**src/rtl/clock_mode_ctrl_if.sv**
```systemverilog
// Handshake bundle between the input stage, the mode controller and the field counters.
// The master side drives the debounced controls; the slave side is the controller.
interface clock_mode_ctrl_if #(
   parameter int NFIELDS = 3,
   parameter int SEL_W   = 3
);
   logic               adj;
   logic               sel_next;
   logic               pause_tog;
   logic               inc_btn;
   logic               tick_2hz;
   logic               use_1hz;
   logic               use_2hz;
   logic               count_enable;
   logic               paused;
   logic               blink_enable;
   logic [SEL_W-1:0]   field_idx;
   logic [NFIELDS-1:0] field_sel;
   logic               inc_pulse;

   modport master (
      output adj, sel_next, pause_tog, inc_btn, tick_2hz,
      input  use_1hz, use_2hz, count_enable, paused, blink_enable,
             field_idx, field_sel, inc_pulse
   );

   modport slave (
      input  adj, sel_next, pause_tog, inc_btn, tick_2hz,
      output use_1hz, use_2hz, count_enable, paused, blink_enable,
             field_idx, field_sel, inc_pulse
   );
endinterface

```
**src/rtl/clock_mode_ctrl.sv**
```systemverilog
// Run/pause/adjust mode controller with field select and increment strobe.
// Define AUTO_REPEAT_EN to add hold-to-repeat on inc_btn, paced by tick_2hz.
module clock_mode_ctrl #(
   parameter int NFIELDS    = 3,
   parameter int SEL_W      = 3,
   parameter int REPEAT_DLY = 3
) (
   input logic           clk,
   input logic           rst,
   clock_mode_ctrl_if.slave bus
);
   if (NFIELDS < 2 || NFIELDS > 8) begin : g_bad_nfields
      $error("clock_mode_ctrl: NFIELDS out of range");
   end
   if ((2 ** SEL_W) < NFIELDS) begin : g_bad_sel_w
      $error("clock_mode_ctrl: SEL_W too narrow for NFIELDS");
   end
   if (REPEAT_DLY < 1 || REPEAT_DLY > 15) begin : g_bad_dly
      $error("clock_mode_ctrl: REPEAT_DLY out of range");
   end

   typedef enum logic [1:0] {RUN, PAUSE, ADJ} state_t;

   state_t           state;
   logic             ret;        // 1: ADJ was entered from PAUSE
   logic [SEL_W-1:0] field_idx;
   logic             inc_q;
   logic             inc_pulse;
   logic             in_adj;
   logic             stay_adj;
   logic             inc_edge;
   logic             field_adv;
   logic             rpt_hit;

   assign in_adj    = (state == ADJ);
   // Qualifying with adj squashes any strobe that would land after the exit cycle
   assign stay_adj  = in_adj && bus.adj;
   assign inc_edge  = bus.inc_btn && !inc_q;
   assign field_adv = stay_adj && bus.sel_next;

`ifdef AUTO_REPEAT_EN
   logic [3:0] rpt_cnt;
   logic       rpt_sat;

   assign rpt_sat = (rpt_cnt == 4'(REPEAT_DLY));
   assign rpt_hit = stay_adj && bus.inc_btn && bus.tick_2hz && rpt_sat;

   always_ff @(posedge clk) begin
      if (rst)
         rpt_cnt <= '0;
      else if (!stay_adj || !bus.inc_btn || field_adv)
         rpt_cnt <= '0;
      else if (bus.tick_2hz && !rpt_sat)
         rpt_cnt <= rpt_cnt + 4'd1;
   end
`else
   assign rpt_hit = 1'b0;
`endif

   always_ff @(posedge clk) begin
      if (rst) begin
         state     <= RUN;
         ret       <= 1'b0;
         field_idx <= '0;
         inc_q     <= 1'b0;
         inc_pulse <= 1'b0;
      end else begin
         // Edge register tracks inc_btn in every mode so a press held across ADJ entry is not an edge
         inc_q     <= bus.inc_btn;
         inc_pulse <= stay_adj && (inc_edge || rpt_hit);
         case (state)
            RUN: begin
               if (bus.pause_tog)
                  state <= PAUSE;
               else if (bus.adj) begin
                  state     <= ADJ;
                  ret       <= 1'b0;
                  field_idx <= '0;
               end
            end
            PAUSE: begin
               if (bus.pause_tog)
                  state <= RUN;
               else if (bus.adj) begin
                  state     <= ADJ;
                  ret       <= 1'b1;
                  field_idx <= '0;
               end
            end
            ADJ: begin
               if (!bus.adj)
                  state <= ret ? PAUSE : RUN;
               else if (bus.sel_next)
                  field_idx <= (field_idx == SEL_W'(NFIELDS - 1)) ? '0 : field_idx + 1'b1;
            end
            default: state <= RUN;
         endcase
      end
   end

   assign bus.use_1hz      = !in_adj;
   assign bus.use_2hz      = in_adj;
   assign bus.count_enable = (state == RUN) && !bus.adj;
   assign bus.paused       = (state == PAUSE) || (in_adj && ret);
   assign bus.blink_enable = in_adj && !bus.inc_btn;
   assign bus.field_idx    = field_idx;
   assign bus.inc_pulse    = inc_pulse;

   for (genvar i = 0; i < NFIELDS; i++) begin : g_sel
      assign bus.field_sel[i] = in_adj && (field_idx == SEL_W'(i));
   end
endmodule

```
**src/flat_wrapper.sv**
```systemverilog
// flat-port wrapper written by rule: the top's interface ports become plain ports
module clock_mode_ctrl_flat 
#(
   parameter int NFIELDS    = 3,
   parameter int SEL_W      = 3,
   parameter int REPEAT_DLY = 3
)
  (clk, rst, bus_adj, bus_sel_next, bus_pause_tog, bus_inc_btn, bus_tick_2hz, bus_use_1hz, bus_use_2hz, bus_count_enable, bus_paused, bus_blink_enable, bus_field_idx, bus_field_sel, bus_inc_pulse);
  clock_mode_ctrl_if #(.NFIELDS(NFIELDS), .SEL_W(SEL_W)) bus_i ();
  input logic clk;
  input logic rst;
  input wire logic [$bits(bus_i.adj)-1:0] bus_adj;
  input wire logic [$bits(bus_i.sel_next)-1:0] bus_sel_next;
  input wire logic [$bits(bus_i.pause_tog)-1:0] bus_pause_tog;
  input wire logic [$bits(bus_i.inc_btn)-1:0] bus_inc_btn;
  input wire logic [$bits(bus_i.tick_2hz)-1:0] bus_tick_2hz;
  output wire logic [$bits(bus_i.use_1hz)-1:0] bus_use_1hz;
  output wire logic [$bits(bus_i.use_2hz)-1:0] bus_use_2hz;
  output wire logic [$bits(bus_i.count_enable)-1:0] bus_count_enable;
  output wire logic [$bits(bus_i.paused)-1:0] bus_paused;
  output wire logic [$bits(bus_i.blink_enable)-1:0] bus_blink_enable;
  output wire logic [$bits(bus_i.field_idx)-1:0] bus_field_idx;
  output wire logic [$bits(bus_i.field_sel)-1:0] bus_field_sel;
  output wire logic [$bits(bus_i.inc_pulse)-1:0] bus_inc_pulse;
  assign bus_i.adj = bus_adj;
  assign bus_i.sel_next = bus_sel_next;
  assign bus_i.pause_tog = bus_pause_tog;
  assign bus_i.inc_btn = bus_inc_btn;
  assign bus_i.tick_2hz = bus_tick_2hz;
  assign bus_use_1hz = bus_i.use_1hz;
  assign bus_use_2hz = bus_i.use_2hz;
  assign bus_count_enable = bus_i.count_enable;
  assign bus_paused = bus_i.paused;
  assign bus_blink_enable = bus_i.blink_enable;
  assign bus_field_idx = bus_i.field_idx;
  assign bus_field_sel = bus_i.field_sel;
  assign bus_inc_pulse = bus_i.inc_pulse;
  clock_mode_ctrl #(.NFIELDS(NFIELDS), .SEL_W(SEL_W), .REPEAT_DLY(REPEAT_DLY)) u_core (.clk(clk), .rst(rst), .bus(bus_i));
endmodule
```
**config.mk**
```make
export PLATFORM = sky130hd
export DESIGN_NAME = clock_mode_ctrl_flat
export DESIGN_NICKNAME = d
export VERILOG_FILES = /design/src/rtl/clock_mode_ctrl_if.sv /design/src/rtl/clock_mode_ctrl.sv /design/src/flat_wrapper.sv
export SDC_FILE = /design/constraint.sdc
export NUM_CORES = 1
export LEC_CHECK = 0
export ABC_AREA = 1
export BUFFER_PORTS_ARGS = -buffer_cell sky130_fd_sc_hd__buf_4
export CELL_PAD_IN_SITES_DETAIL_PLACEMENT = 1
export CELL_PAD_IN_SITES_GLOBAL_PLACEMENT = 2
export CORE_MARGIN = 2
export CORE_UTILIZATION = 19
export DETAILED_ROUTE_END_ITERATION = 10
export MAX_ROUTING_LAYER = met4
export PLACE_DENSITY_LB_ADDON = 0.1
export SLEW_MARGIN = 5
export SYNTH_ARGS = -nofsm -noshare
export SYNTH_HDL_FRONTEND = slang
export SYNTH_SLANG_ARGS = --single-unit
```
**constraint.sdc**
```tcl
create_clock -name clk -period 0.92 [get_ports clk]
set_input_delay 0 -clock clk [delete_from_list [all_inputs] [get_ports clk]]
set_output_delay 0 -clock clk [all_outputs]
set_load 0.05 [all_outputs]
```
## Word-level counts from Yosys, hierarchy flattened

Index checks and enable logic that the tools add are counted.
W data, S select, Z words.

| word-level totals | value |
|---|---|
| register bits | 8 |
| output and inout port bits | 12 |
| word-level logic and storage cells | 57 |

| cells by class | value |
|---|---|
| equal/unequal tests | 13 |
| reduce and logical (&&, ||, !) cells | 21 |
| add/sub/neg operators | 1 |
| muxes and demuxes | 17 |

Operators with widths:

| operator | count |
|---|---|
| $ne A2 B2 Y1 const B | 8 |
| $mux W3 | 5 |
| $reduce_and A5 Y1 | 2 |
| $logic_and A1 B1 Y1 | 9 |
| $mux W2 | 4 |
| $pmux W2 S3 | 1 |
| $pmux W3 S2 | 1 |
| $mux W1 | 5 |
| $logic_not A1 Y1 | 4 |
| $reduce_bool A2 Y1 | 2 |
| $add A3 B1 Y3 const B | 1 |
| $eq A3 B1 Y1 const B | 1 |
| $eq A3 B2 Y1 const B | 1 |
| $logic_not A3 Y1 | 1 |
| $eq A2 B1 Y1 const B | 1 |
| $eq A2 B2 Y1 const B | 1 |
| $logic_not A2 Y1 | 1 |
| $ne A2 B1 Y1 const B | 1 |
| $pmux W1 S2 | 1 |
| $reduce_or A2 Y1 | 1 |
| $logic_or A1 B1 Y1 | 1 |

## Depth between registers and ports, before layout

| logic depth | value |
|---|---|
| word-level depth | 5 |
| mapped depth | 7 |
| gate-level depth less buffers | 7 |

## Least setup slack after synthesis

No wires, ideal clock.

| path | value |
|---|---|
| kind | register to output |
| start point | register u_core.state[1] |
| end point | output port bus_field_sel[0] |
| path slack | -1.570 ns |
| cell stages (with the launch flop) | 5 |
| data arrival time | 2.490 ns |
| path through | dfxtp_1 -> inv_2 -> nor2_4 -> inv_2 -> nor4_1 |

| between the ends | value |
|---|---|
| cells in the longest elaborated chain, start to end | 2 |

RTL lines:

| what | RTL line | RTL |
|---|---|---|
| from (decl) | clock_mode_ctrl.sv:24 | `state_t state;` |
| from (signal assigned) | clock_mode_ctrl.sv:92 | `state <= ret ? PAUSE : RUN;` |
| $eq A2 B2 Y1 | clock_mode_ctrl.sv:35 | `assign in_adj = (state == ADJ);` |
| via bus_use_2hz | flat_wrapper.sv:18 | `output wire logic [$bits(bus_i.use_2hz)-1:0] bus_use_2hz;` |
| $logic_and A1 B1 Y1 | clock_mode_ctrl.sv:110 | `assign bus.field_sel[i] = in_adj && (field_idx == SEL_W'(i));` |
| to (decl) | flat_wrapper.sv:23 | `output wire logic [$bits(bus_i.field_sel)-1:0] bus_field_sel;` |

The timed path passes the listed nets, and every way through them passes these cells.

## Worst setup path after layout

| path | value |
|---|---|
| start point | register u_core.state[1] |
| end point | output port bus_field_sel[0] |

| between the ends | value |
|---|---|
| cells in the longest elaborated chain, start to end | 2 |

RTL lines:

| what | RTL line |
|---|---|
| $eq A2 B2 Y1 | clock_mode_ctrl.sv:35 |
| $logic_and A1 B1 Y1 | clock_mode_ctrl.sv:110 |

No other way between the ends.

==> summary.md <==
| Metric | Value |
|---|---|
| Status | `complete, but fails checks` |
| Violated checks | `negative setup slack` |
| Mux share of post-synthesis cell area | `0%` |
| Number of cells on the worst hold path | `3` |
| Clock Pin Slew Worst Setup and Hold Paths | `0.06 ns` |
| H-tree depth | `1` |
| Worst setup path startpoint | `u_core.state[1]` |
| Area after DPL | `716 um^2` |
| Clock Latency Late Sink | `0.26 ns` |
| Worst path cell trace | `inv_2 -> nor2_4 -> inv_6 -> nor4_4 -> buf_6` |
| R2R setup slack | `-0.29 ns` |
| # fillers | `247` |
| Critical Path Source Type | `register` |
| PwrDens | `1130 nW/um^2` |
| Finish-stage setup viols | `15` |
| Starting Density | `20.7%` |
| Post-Synthesis Cell Area | `415 um^2` |
| Yosys cell types | `16` |
| Clock network power share | `25.4%` |
| Slowest cell delay on critical path | `0.34 ns` |
| Yosys top cell area share | `38.6%` |
| HP Class | `in -> reg` |
| Req. time, crit path | `0.92 ns` |
| Sequential power share | `35.5%` |
| Adder-Cell Fraction of Synth Area | `0%` |
| Slew @ Worst Pin | `0.243 ns` |
| Most frequent cells in the layout | `buf_4, buf_6, nand2_1, inv_1, nand3_1` |
| Worst Path Arrival | `1.30 ns` |
| Period minus WS final | `1.30 ns` |
| Core area | `2000 um^2` |
| Routability Congestion | `0.806` |
| HPWL Detailed | `1080 um` |
| Hold_ws | `0.0670 ns` |
| Leakage | `0.000436 uW` |
| Via count of the first global-routing pass | `582` |
| Remaining DRCs | `0` |
| Critical path's slowest cell | `dfxtp_2` |
| Num CTS Buffers | `3` |
| Main combinational cell family by area after synthesis | `simple AND/OR/NAND/NOR gates` |
| DRT Pass-1 Iters | `3` |
| XOR/XNOR share of the synthesized area | `0%` |
| Rel. slew slack | `83.8%` |
| Antenna-violating nets left | `0` |
| Row cnt | `16` |
| Commonest non-fill, non-tap cell in the layout | `buf_4` |
| Global-route wire length before repair | `2730 um` |
| Reg2reg path depth | `7` |
| Die area | `2580 um^2` |
| Simple-gate share of the synthesized area | `43.4%` |
| Sw Share | `34.9%` |
| Final Hold Fails | `0` |
| Final worst-path cycle share | `141%` |
| Post-Route WL | `1670 um` |
| Synth Register Bits | `8` |
| CP Capture Type | `primary output` |
| Clk_skew | `0.00995 ns` |
| Final instance area | `968 um^2` |
| # IOs | `19` |
| Net count after synthesis | `70` |
| Final core occ | `48.4%` |
| Crit path max fanout | `5` |
| Synth-to-layout area growth | `133%` |
| Peak VDD IR | `0.654 mV` |
| GRT overflow | `0` |
| Total Nets Final | `117` |
| HP Start | `bus_adj` |
| Antenna violations before repair | `0` |
| Die height | `50.8 um` |
| Internal power | `710 uW` |
| Max cap viols | `0` |
| Total GRT Usage | `15.3%` |
| Metal-1 WL | `724 um` |
| Routed wl met3 | `71 um` |
| Post-Syn Instances | `63` |
| Met2 wire len | `862 um` |
| Yosys Warn Count | `0` |
| Via count | `595` |
| DR top layer | `met4` |
| Maximum buffer depth of the clock tree | `2` |
| Share of layout cells above drive strength 1 | `63.9%` |
| CTS tree | `yes` |
| Die X | `50.8 um` |
| Post-synthesis sequential area ratio | `38.6%` |
| Antenna diode count | `0` |
| Combinational share of power | `39.1%` |
| Pin count of the biggest net entering global routing | `8` |
| Routed WL per cell | `12.4 um` |
| Synth area leaders | `dfxtp_1, nand2_1, nand3_1, inv_1, nor2_1` |
| IO buf count | `17` |
| Crit path kind | `reg -> out` |
| RSZ-0062 raised after global routing | `yes` |
| Syn_area_per_cell | `6.59 um^2` |
| Vias per cell | `4.41` |
| CTS sink cnt | `8` |
| Complex-gate fraction of the synthesized area | `8.13%` |
| Worst Setup Slack, final | `-0.379 ns` |
| Sw Pwr | `380 uW` |
| Fmax | `0.770 GHz` |
| CTS root buf | `clkbuf_4` |
| Pins over their slew limit | `0` |
| Setup TNS Final | `-3.69 ns` |
| Initial DRC Count | `3` |
| FF-to-FF Start | `u_core.state[1]` |
| Cell taking the most area after synthesis | `dfxtp_1` |
[registers in the layout, indices dropped and copies added, names as in the netlist]
register              flops
u_core.ret                1
u_core.bus.field_idx      3
u_core.state              2
u_core.bus.inc_pulse      1
u_core.inc_q              1
[through the flow]
stage | power [uW] | instances | setup slack (ns)
CTS | 1090 | 133 | -0.358
finish | 1090 | 135 | -0.379
global route | 1170 | 135 | -0.475
floorplan | 573 | 63 | -0.646
detailed placement | 709 | 120 | -0.163
global placement | 708 | 120 | -0.145
[per-layer routing]
| metal | track usage [%] | up-vias |
|---|---|---|
| li1 | - | 294 |
| met1 | 16.4 | 283 |
| met2 | 25.9 | 16 |
| met3 | 5.65 | 2 |
| met4 | 5.41 | 0 |
| met5 | - | - |
[power groups by stage]
stage,logic (uW),clock network (uW),registers [uW]
finish,426,277,388
CTS,404,296,389
detailed placement,315,0,394
global placement,314,0,394
global route,454,324,390
floorplan,154,0,420
[area by class of cell]
class,count,area (um^2),area share [%]
sequential,8,171,17.7
inverter,11,46.3,4.78
clock buffer,3,22.5,2.33
tap,27,33.8,3.49
timing repair buffer,42,388,40.1
multi-input combinational,44,307,31.7
[repair_timing]
action                                 in CTS  in global routing
pin swaps                                   4                  6
gates resized for setup                    32                  6
hold buffers                                2                  0
buffers inserted                            8                  3
setup endpoints to repair                  17                 18
endpoints found under the hold margin       5                  0
[kinds of logic after synthesis]
family,count (synthesis)
buf+inv,11
flops,8
simple gates,38
compound gates,6
[synth_stat cells, drive strengths merged]
library cell / count
nand3: 9
nand4: 1
nand3b: 1
nor3: 2
inv: 11
dfxtp: 8
nor4: 2
a21oi: 3
nor2: 9
nand2: 14
o21ai: 3
[worst paths after layout]
kind | endpoint
setup / recovery | bus_field_sel[0]
hold / removal | u_core.state[1]
setup reg to reg | u_core.bus.inc_pulse
hold reg to reg | u_core.bus.inc_pulse
[worst max-delay path, delay by kind of cell, from the launching register on]
kind	cells	cell delay [ns]
buf+inv	3	0.32
simple gates	2	0.39
flops	1	0.34
(Power assumes the default switching activity.)
